<file path="src/rtl/exe_muldiv.sv">
`timescale 1ns/1ps
// exe_muldiv: iterative unsigned multiply / divide unit for the EX stage.
// One shift-add (multiply) or restoring (divide) step per cycle, XLEN steps
// per operation, then a single DONE cycle in which result_o is valid.
//
// Ports:
//   clk_i      rising-edge clock
//   rst_n_i    asynchronous active-low reset
//   start_i    ID/EX holds a mul/div instruction
//   op_i       00 MUL, 01 MULHU, 10 DIVU, 11 REMU
//   a_i, b_i   operands (latched on the start edge)
//   flush_i    abandon any operation, return to IDLE
//   suspend_o  stall request to PC, IF/ID and ID/EX
//   busy_o     state is not IDLE
//   done_o     result_o valid this cycle
//   result_o   registered result, held until the next completed operation
module exe_muldiv #(
  parameter int unsigned XLEN  = 32,
  parameter int unsigned CNT_W = 5
) (
  input  logic            clk_i,
  input  logic            rst_n_i,
  input  logic            start_i,
  input  logic [1:0]      op_i,
  input  logic [XLEN-1:0] a_i,
  input  logic [XLEN-1:0] b_i,
  input  logic            flush_i,
  output logic            suspend_o,
  output logic            busy_o,
  output logic            done_o,
  output logic [XLEN-1:0] result_o
);

  typedef enum logic [1:0] {
    S_IDLE = 2'd0,
    S_CALC = 2'd1,
    S_DONE = 2'd2
  } state_e;

  state_e              state_q, state_d;
  logic [1:0]          op_q, op_d;
  logic [CNT_W-1:0]    cnt_q, cnt_d;
  logic [XLEN-1:0]     a_q, a_d;       // multiplier (shifts right) / dividend (shifts left)
  logic [XLEN-1:0]     b_q, b_d;       // multiplicand / divisor
  logic [2*XLEN-1:0]   acc_q, acc_d;   // product, or {remainder, quotient}
  logic [XLEN-1:0]     result_q, result_d;

  logic [XLEN:0]       mul_sum;
  logic [XLEN:0]       div_shift;
  logic [XLEN:0]       div_sub;
  logic                div_ge;
  logic [2*XLEN-1:0]   acc_step;
  logic [XLEN-1:0]     a_step;
  logic                last_step;

  // One iteration of the datapath. op_q[1] selects divide.
  always_comb begin
    // Multiply: add multiplicand into the upper half when the multiplier LSB
    // is set, then shift the whole {carry, acc} right by one.
    mul_sum   = {1'b0, acc_q[2*XLEN-1:XLEN]} + (a_q[0] ? {1'b0, b_q} : '0);

    // Divide: remainder always stays below the divisor, so when the shifted
    // remainder overflows into bit XLEN it is certainly >= divisor; otherwise
    // the borrow of the XLEN+1-bit subtraction decides.
    div_shift = {acc_q[2*XLEN-1:XLEN], a_q[XLEN-1]};
    div_sub   = {1'b0, div_shift[XLEN-1:0]} - {1'b0, b_q};
    div_ge    = div_shift[XLEN] | ~div_sub[XLEN];

    if (op_q[1]) begin
      acc_step = {(div_ge ? div_sub[XLEN-1:0] : div_shift[XLEN-1:0]),
                  acc_q[XLEN-2:0], div_ge};
      a_step   = {a_q[XLEN-2:0], 1'b0};
    end else begin
      acc_step = {mul_sum, acc_q[XLEN-1:1]};
      a_step   = {1'b0, a_q[XLEN-1:1]};
    end

    last_step = (cnt_q == CNT_W'(XLEN-1));
  end

  always_comb begin
    state_d  = state_q;
    op_d     = op_q;
    cnt_d    = cnt_q;
    a_d      = a_q;
    b_d      = b_q;
    acc_d    = acc_q;
    result_d = result_q;

    case (state_q)
      S_IDLE: begin
        if (start_i && !flush_i) begin
          state_d = S_CALC;
          op_d    = op_i;
          a_d     = a_i;
          b_d     = b_i;
          acc_d   = '0;
          cnt_d   = '0;
        end
      end
      S_CALC: begin
        if (flush_i) begin
          state_d = S_IDLE;
        end else begin
          acc_d = acc_step;
          a_d   = a_step;
          cnt_d = cnt_q + CNT_W'(1);
          if (last_step) begin
            state_d = S_DONE;
            cnt_d   = '0;
            // MUL/DIVU take the low half (product low / quotient),
            // MULHU/REMU the high half (product high / remainder).
            result_d = op_q[0] ? acc_step[2*XLEN-1:XLEN] : acc_step[XLEN-1:0];
          end
        end
      end
      S_DONE:  state_d = S_IDLE;
      default: state_d = S_IDLE;
    endcase
  end

  always_ff @(posedge clk_i or negedge rst_n_i) begin
    if (!rst_n_i) begin
      state_q  <= S_IDLE;
      op_q     <= '0;
      cnt_q    <= '0;
      a_q      <= '0;
      b_q      <= '0;
      acc_q    <= '0;
      result_q <= '0;
    end else begin
      state_q  <= state_d;
      op_q     <= op_d;
      cnt_q    <= cnt_d;
      a_q      <= a_d;
      b_q      <= b_d;
      acc_q    <= acc_d;
      result_q <= result_d;
    end
  end

  assign suspend_o = start_i & (state_q != S_DONE) & ~flush_i;
  assign busy_o    = (state_q != S_IDLE);
  assign done_o    = (state_q == S_DONE);
  assign result_o  = result_q;

endmodule

</file>
<file path="config.mk">
export PLATFORM = sky130hd
export DESIGN_NAME = exe_muldiv
export DESIGN_NICKNAME = d
export VERILOG_FILES = /design/src/rtl/exe_muldiv.sv
export SDC_FILE = /design/constraint.sdc
export NUM_CORES = 1
export LEC_CHECK = 0
export ABC_AREA = 1
export CAP_MARGIN = 30
export CORE_MARGIN = 3
export CORE_UTILIZATION = 34
export CTS_CLUSTER_DIAMETER = 60
export CTS_CLUSTER_SIZE = 28
export DETAILED_ROUTE_END_ITERATION = 12
export PLACE_DENSITY = 0.59
export SETUP_SLACK_MARGIN = 0.05
export SLEW_MARGIN = 20
export SYNTH_ARGS = -nofsm -noshare
export SYNTH_HDL_FRONTEND = slang
export SYNTH_SLANG_ARGS = --single-unit
</file>
<file path="constraint.sdc">
create_clock -name clk_i -period 5.54 [get_ports clk_i]
set_input_delay 1.108 -clock clk_i [delete_from_list [all_inputs] [get_ports clk_i]]
set_output_delay 1.108 -clock clk_i [all_outputs]
set_load 0.02 [all_outputs]
</file>
==> summary.md, run 1 <==
| Metric | Value |
|---|---|
| Outcome | `complete, no violations` |
| Sequential share of the synthesized area | `0.315` |
| Post-Syn Area | `13400 um^2` |
| GP Congestion | `0.959` |
| EDFF count, synth | `0` |
| Ys Warns | `0` |
| Unrepaired setup endpoints after global routing | `no` |
| Mapped Cells | `2130` |
| Routed vias | `13500` |
| Via density | `4.96` |
| Internal Power | `3.36 mW` |
| Layout cell share with drive strength beyond 1 | `0.0391` |
| Slew HR | `0.360` |
| Dpl cell area | `14900 um^2` |
| Clock Latency Late Sink | `460 ps` |
| Worst-margin pin slew | `959 ps` |
| Setup TNS | `0 ps` |
| Max Cap Viol | `0` |
| Routing usage on met1 | `0.279` |
| Post-CTS Resized | `0` |
| Die width | `205 um` |
| Switching part of the total | `0.506` |
| Yosys reg bits | `169` |
| Core ar. | `38800 um^2` |
| Iter 0 DRT Violations | `870` |
| Crit path top cell by count | `clkdlybuf4s50_1` |
| Period utilization | `0.644` |
| Worst Path Max Fanout | `2` |
| Cts bufs inserted | `17` |
| DP Cell Count | `2687` |
| Finished Layout Cells | `2719` |
| Busiest grt layer | `met2` |
| Grt met3 use | `0.0318` |
| Fmax achieved | `0.280 GHz` |
| Synth top cells by count | `750 x nand2_1, 364 x inv_1, 169 x dfrtp_1, 159 x o21ai_0, 139 x nand3_1` |
| Ant diodes | `0` |
| Main flop type after synthesis | `dfrtp_1` |
| Clock Skew | `7.48 ps` |
| Arrival time worst endpoint | `2460 ps` |
| Worst path slowest cell | `clkdlybuf4s50_1` |
| CP Cell Sequence | `clkdlybuf4s50_1 -> inv_1 -> nand2_1 -> nor2_1 -> clkdlybuf4s50_1` |
| GR Util All Layers | `0.216` |
| Antenna Violating Nets Remaining | `0` |
| Total power | `6.80 mW` |
| Slew Limit Fails | `0` |
| Final setup margin | `1970 ps` |
| Final Setup Violations | `0` |
| Largest net degree at the start of global routing | `105` |
| Net Switching | `3.44 mW` |
| DP HPWL | `34900 um` |
| Grt ovf | `0` |
| GR Util met2 | `0.372` |
| Post-Place Setup Slack | `1980 ps` |
| I/O pin cnt | `105` |
| Clock Pin Slew Worst Setup and Hold Paths | `70 ps` |
| Yosys top cell by area | `dfrtp_1` |
| Synthesized net count | `2268` |
| Pwr dens | `439 nW/um^2` |
| Synth Area per Inst | `6.30 um^2` |
| Nets | `2326` |
| Ys async rst share | `1.00` |
| Routed length per placed instance | `16.5 um` |
| Chip Height | `205 um` |
| Min Tclk post-route | `3570 ps` |
| IO Port Bufs | `104` |
| Layout area overhead | `15.4%` |
| H-Tree Level Count | `4` |
| Clk root buf | `clkbuf_16` |
| DRT Wirelength | `44900 um` |
| Clk sink count | `169` |
| CP required | `4430 ps` |
| Initial antenna violation count | `0` |
| Leakage | `8.46 nW` |
| Die Area | `41900 um^2` |
| Sequential share of power | `0.258` |
| Most frequent cell after synthesis | `nand2_1` |
| Min-delay worst type | `flop to flop` |
| VDD IR max | `0.215 mV` |
| Final Hold Viols | `0` |
| Cell Rows | `72` |
| Critical path's largest stage delay | `610 ps` |
| Post-Layout Inst Area | `15500 um^2` |
| CTS tree | `built` |
| Synth unique cells | `44` |
| Synth top area cells | `dfrtp_1 32%, nand2_1 21%, inv_1 10%` |
| Setup Crit Path Kind | `input port to primary output` |
| Pre-Repair DR Iteration Count | `5` |
| Synth top area share | `0.315` |
| Clock power frac | `0.170` |
| Initial Util | `0.346` |
| Residual DRC count | `0` |
| CTS Hold Bufs | `0` |
| First-pass GRT wire length | `70900 um` |
| Number of global-route vias before repair | `13000` |
| Comb power frac | `0.571` |
| Longest Clk Path Bufs | `2` |
| Setup Fix Bufs, Post-CTS | `0` |
| CP Launch Type | `input port` |
| Crit path capture type | `primary output` |
worst max-delay path: cells and delay by family:
family	cells	cell delay, ps
buffers and inverters	3	1140
AND/OR/NAND/NOR	2	220
per-layer routing:
layer | up-vias | wire [um]
li1 | 6813 | -
met1 | 6308 | 20000
met2 | 315 | 21600
met3 | 51 | 1960
met4 | 0 | 1200
met5 | - | 0
final cells by class:
type                       count  area (um^2)
fill                        4200        23300
multi-input combinational   1514         7470
sequential                   169         4230
inverter                     370         1390
timing repair buffer         116         1200
tap                          518          648
clock buffer                  21          460
clock inverter                11         86.3
worst paths after layout:
path	slack [ps]	startpoint	cells after the start	to
max	1970	flush_i	5	suspend_o
min	480	result_o[18]$_DFFE_PN0P_	2	result_o[18]$_DFFE_PN0P_
max reg2reg	2190	a_q[31]$_DFFE_PN0P_	19	result_o[25]$_DFFE_PN0P_
min reg2reg	480	result_o[18]$_DFFE_PN0P_	2	result_o[18]$_DFFE_PN0P_
max in group asynchronous	3850	rst_n_i	2	cnt_q[0]$_DFFE_PN0P_
min in group asynchronous	670	rst_n_i	1	b_q[19]$_DFFE_PN0P_
power groups by stage:
stage	logic (mW)	registers [mW]	clock network, mW
after floorplan	2.86	1.65	0
after global placement	3.82	1.79	0
after detailed placement	3.87	1.78	0
after CTS	3.89	1.76	1.18
after global routing	4.39	1.79	1.23
final	3.89	1.76	1.16
logic make-up (layout without fill, tap and decap cells):
| logic type | count (synthesis) | count (layout) | share of synthesized area |
|---|---|---|---|
| and+or+nand+nor | 1058 | 1058 | 0.325 |
| buffers and inverters | 447 | 518 | 0.130 |
| AOI/OAI and AO/OA | 361 | 361 | 0.148 |
| DFF | 169 | 169 | 0.315 |
| xor gates and xnor gates | 27 | 27 | 0.0176 |
| adders and majority gates | 68 | 68 | 0.0645 |
flip-flops by register name, indices dropped and copies added, names as in the netlist:
signal / cells
a_q: 32
op_q: 2
cnt_q: 5
b_q: 32
acc_q: 64
state_q: 2
result_o: 32
metrics by stage:
step | hold WS (ps) | util
finish | 480 | 0.399
global route | 509 | 0.399
CTS | 483 | 0.399
detailed placement | 465 | 0.385
global placement | 469 | 0.383
floorplan | 453 | -
cell usage in the layout (no fill, tap or decap), types with 6 or more instances in the layout:
cell type and count:
inv_1 364, a22o_1 6, nand2_1 749, a21oi_1 113, nand3b_1 8, nor2_1 93
o21bai_1 6, xor2_1 16, clkdlybuf4s50_1 103, o21ai_0 159, and2_1 7, nand2_2 11
o22ai_1 16, clkbuf_16 17, o21ai_1 16, nand3_1 139, dfrtp_1 167, buf_4 7
ha_1 66, xnor2_1 11, a22oi_1 31, nand4_1 14, nor3_1 15
Power figures use the tool's default switching activity.
==> run 2, diff against run 1 <==
- clock period: 5.54 -> 3.35 ns (I/O delays scaled with it)
==> run 2 against run 1 <==
  * Wire length up 5.6%
  * Non-clock buffer count up 10
  * Register-to-register slack worse by 1800 ps
  * Largest power group unchanged
==> summary.md, run 2 (synthesis gave the netlist of run 1 again) <==
| Metric | Value |
|---|---|
| Via density | `5.00` |
| Clock Latency Late Sink | `460 ps` |
| Min-delay worst type | `input port to async pin` |
| Clock Skew | `19.3 ps` |
| Slew HR | `0.411` |
| Setup Fix Bufs, Post-CTS | `0` |
| Register name with the most flops | `acc_q` |
| Pre-Repair DR Iteration Count | `5` |
| Nets | `2336` |
| H-Tree Level Count | `4` |
| Routed length per placed instance | `17.4 um` |
| Layout area overhead | `16.0%` |
| Clock Pin Slew Worst Setup and Hold Paths | `70 ps` |
| Setup TNS | `0 ps` |
| Outcome | `complete, no violations` |
| Chip Height | `205 um` |
| Initial antenna violation count | `0` |
| GP Congestion | `0.964` |
| Die width | `205 um` |
| Fmax achieved | `0.335 GHz` |
| First-pass GRT wire length | `74200 um` |
| Worst-margin pin slew | `883 ps` |
| Reg2Reg Setup Slack | `360 ps` |
| Period utilization | `0.892` |
| CP Launch Type | `flop` |
| Largest register FFs | `64` |
| Final setup margin | `361 ps` |
| Ant diodes | `0` |
| Layout cell share with drive strength beyond 1 | `0.0434` |
| Iter 0 DRT Violations | `848` |
| Final Hold Viols | `0` |
| Die Area | `41900 um^2` |
| CTS Hold Bufs | `0` |
| Longest Clk Path Bufs | `2` |
| Final Setup Violations | `0` |
| Initial Util | `0.346` |
| Unrepaired setup endpoints after global routing | `no` |
| Cts bufs inserted | `17` |
| Max Cap Viol | `0` |
| Pwr dens | `746 nW/um^2` |
| Most common cell after layout, fill and taps aside | `nand2_1` |
| Clk root buf | `clkbuf_16` |
| Leakage | `8.52 nW` |
| VDD IR max | `0.410 mV` |
| Number of global-route vias before repair | `13400` |
| CP required | `3700 ps` |
| Min Tclk post-route | `2990 ps` |
| DRT Wirelength | `47400 um` |
| GR Util All Layers | `0.230` |
| Residual DRC count | `0` |
| Arrival time worst endpoint | `3340 ps` |
| Antenna Violating Nets Remaining | `0` |
| Largest net degree at the start of global routing | `78` |
| Post-CTS Resized | `0` |
| Post-Place Setup Slack | `356 ps` |
| DP HPWL | `36600 um` |
| Core ar. | `38800 um^2` |
| Crit path capture type | `flop` |
| Slew Limit Fails | `0` |
| Clk sink count | `169` |
| Setup Crit Path Kind | `flop to flop` |
| Cell Rows | `72` |
| Commonest non-fill, non-tap cells in the layout | `749 x nand2_1, 364 x inv_1, 168 x dfrtp_1, 159 x o21ai_0, 139 x nand3_1` |
| I/O pin cnt | `105` |
| Worst Path Max Fanout | `29` |
| IO Port Bufs | `104` |
| Grt ovf | `0` |
| Routed vias | `13600` |
| CTS tree | `built` |
## run 2: changes by cell type in the layout (fill, tap and decap cells not counted), sizes merged
cell,previous run,this run
buf,13,23
bufinv,0,2
clkbuf,21,20
clkinv,6,5
## run 2: final cells by class
class	count	area [um^2]
timing repair buffer	126	1230
inverter	370	1390
tap	518	648
clock inverter	12	140
sequential	169	4230
clock buffer	20	457
fill	4271	23300
multi-input combinational	1514	7470
## run 2: final timing paths
check,from,to,cells past startpoint
setup / recovery,a_q[31]$_DFFE_PN0P_,result_o[7]$_DFFE_PN0P_,18
hold / removal,rst_n_i,b_q[28]$_DFFE_PN0P_,1
setup reg to reg,a_q[31]$_DFFE_PN0P_,result_o[7]$_DFFE_PN0P_,18
hold reg to reg,result_o[3]$_DFFE_PN0P_,result_o[3]$_DFFE_PN0P_,2
max in group asynchronous,rst_n_i,a_q[20]$_DFFE_PN0P_,2
min in group clk_i,result_o[3]$_DFFE_PN0P_,result_o[3]$_DFFE_PN0P_,2
## run 2: metrics by stage
step           utilization  hold slack (ps)  power [mW]  cells  cell area, um^2
4_1_cts              0.401              210        11.7   2729            15600
3_3_place_gp         0.386              466        9.52   2697            15000
6_report             0.401              192        11.6   2729            15600
3_5_place_dp         0.386              464        9.52   2697            15000
5_1_grt              0.401              216        12.6   2729            15600
2_1_floorplan            -              374        7.45   2130            13400
## run 2: worst max-delay path: stages (launching register included)
cell	delay, ps
dfrtp_1	370
inv_1	70
ha_1	220
fa_1	410
inv_1	110
nand3_1	110
nand2_4	110
nand2_1	60
nand2_2	110
nand2_2	80
nand2_4	80
nand2_2	60
nand3_4	320
buf_4	240
o21ai_1	70
nand2_1	110
nand3_1	170
nand2_1	120
nand2_1	50
## run 2: metal layers
metal,global-route usage,share of wire
met2,0.380,0.47
met5,0,0
met4,0.104,0.046
met3,0.0386,0.052
met1,0.294,0.43
## run 2: where the power goes
group | internal, mW | switching, mW
clock | 1.15 | 0.937
combinational | 2.11 | 4.49
sequential | 2.48 | 0.442
==> run 3, diff against run 2 <==
- ABC_AREA: 1 -> default
- PLACE_DENSITY: 0.59 -> 0.6
==> run 3 against run 2 <==
  * The flow now finishes with violations (setup timing)
  * Count of clock-buffer cells in the layout down 3
  * Largest power group unchanged
  * Wire length down 18%
  * Combinational power down 31%
  * Worst hold slack better by 45 ps
==> summary.md, run 3 <==
| Metric | Value |
|---|---|
| Commonest non-fill, non-tap cells in the layout | `201 x nand2_1, 183 x buf_4, 167 x dfrtp_1, 131 x o21ai_0, 103 x clkdlybuf4s50_1` |
| Grt ovf | `0` |
| Finished Layout Cells | `2102` |
| Clk root buf | `clkbuf_16` |
| Iter 0 DRT Violations | `710` |
| Ys Warns | `0` |
| Layout area overhead | `35.0%` |
| Crit path capture type | `flop` |
| GP Congestion | `0.896` |
| Cts bufs inserted | `17` |
| WHS | `237 ps` |
| Final setup margin | `-117 ps` |
| Setup Crit Path Kind | `flop to flop` |
| EDFF count, synth | `0` |
| Nets | `1779` |
| Final Hold Viols | `0` |
| Most frequent cell after synthesis | `nand2_1` |
| Ys async rst share | `1.00` |
| Number of global-route vias before repair | `11100` |
| Synth unique cells | `71` |
| Clk sink count | `169` |
| Slew Limit Fails | `0` |
| CP required | `3690 ps` |
| Clock Pin Slew Worst Setup and Hold Paths | `80 ps` |
| Arrival time worst endpoint | `3810 ps` |
| FF-to-FF path depth | `13` |
| Fmax achieved | `0.288 GHz` |
| Pre-Repair DR Iteration Count | `5` |
| Initial antenna violation count | `0` |
| Largest net degree at the start of global routing | `112` |
| Die width | `192 um` |
| Grt met3 use | `0.0329` |
| Chip Height | `192 um` |
| Yosys top cell by area | `dfrtp_1` |
| Worst Path Max Fanout | `5` |
| Core ar. | `33700 um^2` |
| Synth Area per Inst | `8.39 um^2` |
| Critical path depth | `13` |
| First-pass GRT wire length | `60700 um` |
| Ant diodes | `0` |
| GR Util All Layers | `0.210` |
| Failing checks | `setup timing` |
| Period utilization | `1.03` |
| Fill count | `3279` |
| Layout cell share with drive strength beyond 1 | `0.209` |
| Cell Rows | `67` |
| Outcome | `finished, violations left` |
| CP Cell Sequence | `buf_12 -> and2_4 -> ha_4 -> a211oi_4 -> o211ai_1 -> a31oi_4 -> o32ai_2 -> a211o_1 -> a211o_1 -> nor3b_2 -> a211oi_1 -> or4_1 -> nor2b_1` |
| Via density | `5.38` |
| Initial Util | `0.347` |
| Synth top area cells | `dfrtp_1 36%, ha_1 7.1%, mux2i_1 6.8%` |
| Routed vias | `11300` |
| Max Cap Viol | `0` |
| Mapped Cells | `1395` |
| Min Tclk post-route | `3470 ps` |
| Synth top cells by count | `205 x nand2_1, 169 x dfrtp_1, 136 x o21ai_0, 114 x a21oi_1, 91 x nor2_1` |
| Total power | `9.16 mW` |
| DRT Wirelength | `38800 um` |
| CTS Hold Bufs | `0` |
| Unrepaired setup endpoints after global routing | `yes` |
| Busiest grt layer | `met2` |
| Routing usage on met1 | `0.277` |
| CP Launch Type | `flop` |
| Longest Clk Path Bufs | `2` |
| Critical path's largest stage delay | `490 ps` |
| Synthesized net count | `1533` |
| Largest register FFs | `64` |
| Most common cell after layout, fill and taps aside | `nand2_1` |
| I/O pin cnt | `105` |
| Register name with the most flops | `acc_q` |
| GR Util met2 | `0.356` |
| Worst path slowest cell | `dfrtp_2` |
| CTS tree | `built` |
| Routed length per placed instance | `18.5 um` |
| Pwr dens | `579 nW/um^2` |
| Synth top area share | `0.361` |
| Antenna Violating Nets Remaining | `0` |
| Yosys reg bits | `169` |
| Sequential share of the synthesized area | `0.361` |
| Setup TNS | `-505 ps` |
| Worst-margin pin slew | `874 ps` |
| Min-delay worst type | `input port to async pin` |
| IO Port Bufs | `104` |
| Post-Syn Area | `11700 um^2` |
| DP HPWL | `28500 um` |
| Residual DRC count | `0` |
| Die Area | `36700 um^2` |
| DP Cell Count | `2054` |
| Delay-heaviest family, CP | `compound AO/OA/AOI/OAI gates` |
| Final Setup Violations | `8` |
| Clock Skew | `14.1 ps` |
| Leakage | `7.24 nW` |
| VDD IR max | `0.401 mV` |
| Crit path top cell by count | `a211o_1` |
| Slew HR | `0.417` |
| Main flop type after synthesis | `dfrtp_1` |
| Clock Latency Late Sink | `450 ps` |
| Number of buffers and inverters on the critical path | `1` |
| H-Tree Level Count | `4` |
[run 3: logic make-up (layout without fill, tap and decap cells)]
family / Yosys count / count (layout) / synth area share
adders and majority gates: 68 / 68 / 0.0739
muxes: 87 / 87 / 0.0772
AOI/OAI and AO/OA: 456 / 456 / 0.239
and+or+nand+nor: 442 / 442 / 0.172
xor gates and xnor gates: 48 / 48 / 0.0359
DFF: 169 / 169 / 0.361
buffers and inverters: 125 / 384 / 0.0416
[run 3: layer usage]
layer	part of all wire	up-vias	wire length (um)
met5	0	-	0
met4	0.027	0	1030
met3	0.041	54	1580
met2	0.49	264	18900
met1	0.45	5516	17400
li1	-	5475	-
[run 3: cell type report]
class                           count  area (um^2)  area share
Multi-Input combinational cell   1101         7530       0.476
Sequential cell                   169         4230       0.268
Timing Repair Buffer              306         2710       0.172
Tap cell                          448          561      0.0355
Clock buffer                       17          425      0.0269
Clock inverter                     15          175      0.0111
Inverter                           46          173      0.0109
[run 3: final timing paths]
| kind | from | to | slack (ps) |
|---|---|---|---|
| worst max register to register | a_q[0]$_DFFE_PN0P_ | result_o[30]$_DFFE_PN0P_ | -120 |
| min in group clk_i | result_o[2]$_DFFE_PN0P_ | result_o[2]$_DFFE_PN0P_ | 470 |
| worst max-delay path | a_q[0]$_DFFE_PN0P_ | result_o[30]$_DFFE_PN0P_ | -120 |
| max in group asynchronous | rst_n_i | a_q[13]$_DFFE_PN0P_ | 2280 |
| worst min register to register | result_o[2]$_DFFE_PN0P_ | result_o[2]$_DFFE_PN0P_ | 470 |
| worst min-delay path | rst_n_i | acc_q[42]$_DFFE_PN0P_ | 240 |
[run 3: repair_timing]
action,in CTS,in global routing
setup endpoints to repair,45,54
gates resized for setup,33,85
setup buffers,4,13
gates cloned,0,2
pin swaps,22,65
[run 3: report_power, final]
group / internal [mW] / total (mW) / switching, mW
Sequential: 2.27 / 2.50 / 0.222
Clock: 1.07 / 2.09 / 1.01
Combinational: 2.14 / 4.58 / 2.44
[run 3: per-stage QoR]
step | setup WS, ps | util | cell area (um^2)
finish | -117 | 0.469 | 15800
global route | -230 | 0.469 | 15800
CTS | -96.2 | 0.454 | 15300
detailed placement | -225 | 0.430 | 14500
global placement | -156 | 0.430 | 14500
floorplan | 76.8 | - | 11700
